==> config.mk <==
export PLATFORM = sky130hd
export DESIGN_NAME = flick_scheduler
export DESIGN_NICKNAME = d
export VERILOG_FILES = /design/src/rtl/flasher_pkg.sv /design/src/rtl/rr_arbiter.sv /design/src/rtl/flick_scheduler.sv
export SDC_FILE = /design/constraint.sdc
export NUM_CORES = 1
export LEC_CHECK = 0
export ABC_AREA = 0
export ABC_CLOCK_PERIOD_IN_PS = 5800
export BUFFER_PORTS_ARGS = -buffer_cell sky130_fd_sc_hd__buf_2
export CORE_AREA = 4 4 64 66
export DETAILED_ROUTE_END_ITERATION = 12
export DIE_AREA = 0 0 68 70
export PLACE_DENSITY = 0.84
export SLEW_MARGIN = 25
export SYNTH_ARGS = -nofsm -noshare
export SYNTH_HDL_FRONTEND = slang
export SYNTH_SLANG_ARGS = --single-unit
==> constraint.sdc <==
create_clock -name clk -period 5.8 [get_ports clk]
set_clock_uncertainty 0.15 [all_clocks]
set_input_delay 1.16 -clock clk [delete_from_list [all_inputs] [get_ports clk]]
set_output_delay 1.16 -clock clk [all_outputs]
set_load 0.03 [all_outputs]
==> src/rtl/flasher_pkg.sv <==
// Shared types and limits for the flick scheduler that fronts one bound_flasher.
package flasher_pkg;

  typedef enum logic [2:0] {
    S_IDLE,
    S_ISSUE,
    S_WAIT_START,
    S_RUN,
    S_COOLDOWN
  } sched_state_t;

  localparam int LED_W = 16;

  localparam int PULSE_W = 4;
  localparam int TIMER_W = 8;

  localparam int N_REQ_MIN     = 2;
  localparam int N_REQ_MAX     = 8;
  localparam int FLICK_LEN_MIN = 1;
  localparam int FLICK_LEN_MAX = 15;
  localparam int START_TO_MIN  = 1;
  localparam int START_TO_MAX  = 255;
  localparam int COOL_MAX      = 255;

endpackage

==> src/rtl/rr_arbiter.sv <==
// Combinational round-robin pick: search starts just after the last granted index.
module rr_arbiter
  import flasher_pkg::*;
#(
  parameter int N_REQ = 4,
  parameter int IW    = $clog2(N_REQ)
) (
  input  logic [N_REQ-1:0] req,
  input  logic [IW-1:0]    last,
  output logic [N_REQ-1:0] winner
);

  logic          found;
  logic [IW-1:0] idx;

  always_comb begin
    winner = '0;
    found  = 1'b0;
    idx    = '0;
    // Offsets 1..N_REQ visit every requester once, with `last` itself tried last.
    for (int i = 1; i <= N_REQ; i++) begin
      idx = IW'((int'(last) + i) % N_REQ);
      if (!found && req[idx]) begin
        winner[idx] = 1'b1;
        found       = 1'b1;
      end
    end
  end

endmodule

==> src/rtl/flick_scheduler.sv <==
// Shares one bound_flasher among N_REQ requesters: grant, flick pulse, watch LED, cool down.
// req is a level request; grant is held from grant to release regardless of req afterwards.
module flick_scheduler
  import flasher_pkg::*;
#(
  parameter int N_REQ     = 4,
  parameter int FLICK_LEN = 1,
  parameter int START_TO  = 8,
  parameter int COOL      = 4
) (
  input  logic             clk,
  input  logic             rst_n,
  input  logic [N_REQ-1:0] req,
  input  logic [LED_W-1:0] led,
  output logic             flick,
  output logic [N_REQ-1:0] grant,
  output logic             busy,
  output logic             done,
  output logic             err
);

  localparam int IW = $clog2(N_REQ);

  localparam logic [PULSE_W-1:0] PULSE_LEN  = PULSE_W'(FLICK_LEN);
  localparam logic [TIMER_W-1:0] TIMER_LAST = TIMER_W'(START_TO - 1);
  localparam logic [TIMER_W-1:0] COOL_LAST  = TIMER_W'((COOL == 0) ? 0 : COOL - 1);
  localparam logic [IW-1:0]      LAST_RST   = IW'(N_REQ - 1);

  if (N_REQ < N_REQ_MIN || N_REQ > N_REQ_MAX ||
      FLICK_LEN < FLICK_LEN_MIN || FLICK_LEN > FLICK_LEN_MAX ||
      START_TO < START_TO_MIN || START_TO > START_TO_MAX ||
      COOL < 0 || COOL > COOL_MAX) begin : g_param_check
    $error("flick_scheduler: parameter out of range");
  end

  sched_state_t       state;
  logic [PULSE_W-1:0] pulse_cnt;
  logic [TIMER_W-1:0] timer;
  logic [TIMER_W-1:0] cool_cnt;
  logic [IW-1:0]      last;
  logic [IW-1:0]      grant_idx;
  logic [N_REQ-1:0]   winner;
  logic [IW-1:0]      win_idx;

  rr_arbiter #(
    .N_REQ (N_REQ),
    .IW    (IW)
  ) u_arb (
    .req    (req),
    .last   (last),
    .winner (winner)
  );

  always_comb begin
    win_idx = '0;
    for (int i = 0; i < N_REQ; i++) begin
      if (winner[i]) win_idx = IW'(i);
    end
  end

  always_ff @(posedge clk) begin
    if (!rst_n) begin
      state     <= S_IDLE;
      pulse_cnt <= '0;
      timer     <= '0;
      cool_cnt  <= '0;
      last      <= LAST_RST;
      grant_idx <= '0;
      flick     <= 1'b0;
      grant     <= '0;
      busy      <= 1'b0;
      done      <= 1'b0;
      err       <= 1'b0;
    end else begin
      done <= 1'b0;
      err  <= 1'b0;
      case (state)
        S_IDLE: begin
          if (|req) begin
            grant     <= winner;
            grant_idx <= win_idx;
            flick     <= 1'b1;
            busy      <= 1'b1;
            pulse_cnt <= PULSE_LEN;
            state     <= S_ISSUE;
          end
        end
        S_ISSUE: begin
          if (pulse_cnt <= PULSE_W'(1)) begin
            flick <= 1'b0;
            timer <= '0;
            state <= S_WAIT_START;
          end else begin
            pulse_cnt <= pulse_cnt - PULSE_W'(1);
          end
        end
        S_WAIT_START: begin
          if (led != '0) begin
            state <= S_RUN;
          end else if (timer >= TIMER_LAST) begin
            // Flasher never lit: give up without a cooldown.
            err   <= 1'b1;
            grant <= '0;
            busy  <= 1'b0;
            last  <= grant_idx;
            state <= S_IDLE;
          end else begin
            timer <= timer + TIMER_W'(1);
          end
        end
        S_RUN: begin
          // LED back to zero ends the run, including a flasher reset mid-sequence.
          if (led == '0) begin
            done     <= 1'b1;
            last     <= grant_idx;
            cool_cnt <= '0;
            state    <= S_COOLDOWN;
          end
        end
        S_COOLDOWN: begin
          if (cool_cnt >= COOL_LAST) begin
            grant <= '0;
            busy  <= 1'b0;
            state <= S_IDLE;
          end else begin
            cool_cnt <= cool_cnt + TIMER_W'(1);
          end
        end
        default: state <= S_IDLE;
      endcase
    end
  end

endmodule

# After elaboration in Yosys (flattened, before gate mapping)
# Cells that the tools add are included.
# totals
output_inout_bits	8
ff_bits	35
elab_cells	138
input_bits	22
# classes
eq_ne	14
muxes	61
addsub	7
magnitude_cmp	11
bitwise_logic	5
reduce_logical	29
# op_table
cell	n
$mux W4	10
$mux W8	5
$pmux W8 S2	2
$mux W1	19
$mux W3	6
$ne A2 B2 Y1 const B	9
$add A8 B1 Y8 const B	2
$logic_not A16 Y1	1
$reduce_bool A16 Y1	1
$pmux W3 S5	1
$lt A2 B3 Y1 const B	4
$or A4 B4 Y4	3
$pmux W4 S3	1
$mux W2	5
$reduce_and A5 Y1	2
$reduce_and A3 Y1	3
$bmux W1 S2	4
$demux W1 S2	4
$ge A2 B1 Y1 const B	4
$ge A8 B2 Y1 const B	1
$ge A8 B3 Y1 const B	1
$pmux W4 S2	1
$reduce_and A4 Y1	2
$reduce_bool A2 Y1	4
other kinds (19)	32

# Depth between registers and ports, before layout
# depth
ltp_word	16
depth_mapped	8
ltp_nobuf	7

# Hierarchy
# Synthesis repeated with hierarchy kept, for this count alone.
# hier_totals
hier_cells	186
hier_area_um2	1810.5
# by_module_without_submodules
module	area_per_inst_um2	seq_area_each_um2	n_inst	cells_per_inst
flick_scheduler	1452.6	700.7	1	148
rr_arbiter	357.8	0.0	1	38

# Worst setup path after synthesis
# No wires, ideal clock.
# synth_path
kind	input-to-reg
start	in led[10]
end	reg cool_cnt[3]
t_arrival_ns	2.532
setup_ns	0.070
n_path_buf	1
slack_ns	3.048
cell_stages	6
t_required_ns	5.580
path_cell_list	nor4_1 and4_1 buf_2 a32oi_1 or3_1 a21oi_1
# synth_between
elab_chain_len	3
# synth_rtl
item	line_no	source
start, declared	flick_scheduler.sv:14	input logic [LED_W-1:0] led,
$logic_not A16 Y1	flick_scheduler.sv:113	if (led == '0) begin
$ne A2 B2 Y1 (no line)	--	
$reduce_and A3 Y1 (no line)	--	
end signal, assigned	flick_scheduler.sv:126	cool_cnt <= cool_cnt + TIMER_W'(1);
end, declared	flick_scheduler.sv:39	logic [TIMER_W-1:0] cool_cnt;
# Every way passes these cells.
# A chain may end at the register's enable or synchronous reset.

# Final worst setup path
# layout_path
start	in led[9]
end	reg cool_cnt[3]
# Same word-level chain as after synthesis.

==> reports/metrics.yaml <==
logic_synthesis:
  ys_ff_latch: 35
  synthTopCellsByArea: "dfxtp_1, ha_1, mux4_2"
  syn-cell-area_um2: 1880
  yosysTopAreaCell: "dfxtp_1"
  synth.top_cell.area_share: 0.372
  synthDistinctLibCells: 46
  synth_seq_area_share: 0.372
  ys_warn_count: 0
  syn_avg_cell_area_um2: 9.05
  synth_nets: 242
  syn_inst: 208
grt:
  grt_use_total: 0.175
  grt_max_degree: 20
  grt_overflow: 0
  first_global_vias: 1542
  grt_pass1_wl_mm: 6.59
  antenna_found_initial: 0
worst_hold_path:
  hold_path_class: "flop to flop"
  hold_depth: 2
  min_to: "flick"
  min-delay-start: "flick"
final_layout:
  nets: 272
  drive_gt1_frac: 0.197
  final_cell_area_um2: 2100
  num-fill-cells: 320
  final_common_cell: "dfxtp_1"
  final_cell_mix: "dfxtp_1, buf_2, nand2_1"
  antennaDiodeCount: 0
  finalCoreUtilization: 0.588
  multiInputGateArea_um2: 1100
  syn2layout_area_growth_pct: 11.7
  seqCellArea_um2: 701
timing:
  period_minus_slack_ns: 2.78
  drv_slew: 0
  rsz0062_at_grt: "false"
  slew_headroom: 0.488
  fin_crit_sh: 0.480
  max_freq_mhz: 359
  worst_pin_slew_ns: 0.760
  hold_viol_final: 0
  setup_violations: 0
  fin_tns_setup_ns: 0
floorplanning:
  dieWidth_um: 68
  initial_utilization: 0.526
  rows: 22
  core_area_um2: 3580
  die_height_um: 70
  dieArea_um2: 4760
  io_pins: 30
setup_path:
  rr_worst_depth: 7
  cp-start-kind: "primary input"
  cp_max_fo: 7
  worstSetupPathType: "primary input to flop"
  reg2reg_from: "last[0]"
  end_kind: "flop"
  regToRegEndpoint: "grant_idx[0]"
  rrSetupSlack_ns: 3.10
  worstPathArrival_ns: 2.91
  required_ns: 5.92
placement:
  dpl_cell_area_um2: 2050
  io_buffers: 29
  dp_hpwl_mm: 2.86
  globalplace.congestion: 0.839
pwr:
  power.leakage_nw: 0.903
  power.density_nw_per_um2: 252
  power_w: 0.000531
  ir_worst_vdd_mv: 0.137
status:
  outcome: "complete, no violations"
routing:
  routed_wl_mm: 3.81
  drc: 0
  avgViaCountPerCell: 5.65
  wl_per_cell_um: 13.3
  firstDrtPassIters: 4
  drtIter0Drc: 156
  ant_nets: 0
  vias: 1622
clocking:
  cts_buffer_depth: 2
  cts_buffers: 5
  root_buffer: "clkbuf_4"
  cts_setup_buffers: 0
  post_cts.resized_instances: 0
  holdBufCountCts: 0
  clkSinkCount: 35
  cts_tree: "done"
  h-tree-depth: 2
  path_clk_slew_ns: 0.11
  clk_latency_ns: 0.34
flow_run:
  drv_cap: 0
[cell families (layout without fill, tap and decap cells)]
family                   count (synthesis)  in the layout  synth area share
buffers and inverters                   17             48            0.0445
adder cells (fa/ha/maj)                 12             12            0.0797
XOR/XNOR                                 4              4            0.0186
flip-flops                              35             35             0.372
multiplexers                             8              8            0.0698
AND/OR/NAND/NOR                         86             86             0.246
AO/OA/AOI/OAI                           46             46             0.169
[state kept, by name, summed over array words and instances, names as in the netlist]
name,count
state,3
pulse_cnt,4
busy,1
cool_cnt,8
done,1
grant_idx,2
last,2
timer,8
err,1
flick,1
grant,4
[critical path, stage by stage]
cell and delay, ns:
buf_2 0.10, nor4_1 0.35, and4_1 0.44, a32oi_1 0.28
or3_1 0.43, a21oi_1 0.15
[through the flow]
stage / std cells / hold slack (ns) / worst slack [ns]
finish: 287 / 0.330 / 3.02
global route: 287 / 0.345 / 2.84
CTS: 287 / 0.332 / 3.01
detailed placement: 279 / 0.307 / 2.67
global placement: 279 / 0.296 / 2.74
floorplan: 208 / 0.286 / 3.05
[metal layers]
layer  vias to the layer above  track usage  routed length [um]
met5                         -            0                   0
met4                         0       0.0839                  87
met3                        10       0.0402                 140
met2                        24        0.264                1740
met1                       763        0.230                1840
li1                        825            -                   -
[Yosys cell counts, drive strengths merged]
library cell and count:
dfxtp 35, nand2 21, nor2 19, ha 12, and3 10, inv 10, a21oi 9, o21ai 9
nor4 8, a31oi 5, nand3 5, o21a 5, a41oi 4, buf 4, mux4 4, nor3 4
nor3b 4, a211oi 3, and2 3, clkbuf 3, mux2i 3, or4 3, xor2 3, nor2b 2
o211ai 2, o31a 2, or3 2, a21boi 1, a221oi 1, a22o 1, a2bb2oi 1, a32oi 1
and4 1, mux2 1, nand4 1, nand4b 1, nor4b 1, o31ai 1, o32ai 1, or4b 1
xnor2 1
[layout make-up]
cell class              instances  share of cell area
flip-flops and latches         35               0.333
multi-input cells             156               0.522
repair buffers                 30              0.0726
clock buffers                   6              0.0196
inverters                      10              0.0178
clock inverters                 2             0.00595
well taps                      48              0.0286
[where the power goes]
group	internal [W]	switching [W]	total, W
combinational	0.0000542	0.0000718	0.000126
clock	0.0000468	0.0000826	0.000129
sequential	0.000257	0.0000185	0.000276
[how the worst max path moves through the flow]
stage | start | to | slack (ns)
2_1_floorplan | led[10] | cool_cnt[3] | 3.05
3_3_place_gp | led[2] | cool_cnt[3] | 2.74
3_5_place_dp | led[9] | cool_cnt[3] | 2.67
4_1_cts | led[9] | cool_cnt[3] | 3.01
5_1_grt | last[0] | grant_idx[0] | 2.84
6_report | led[9] | cool_cnt[3] | 3.02
Note: power is estimated with default switching activity, not from simulation.
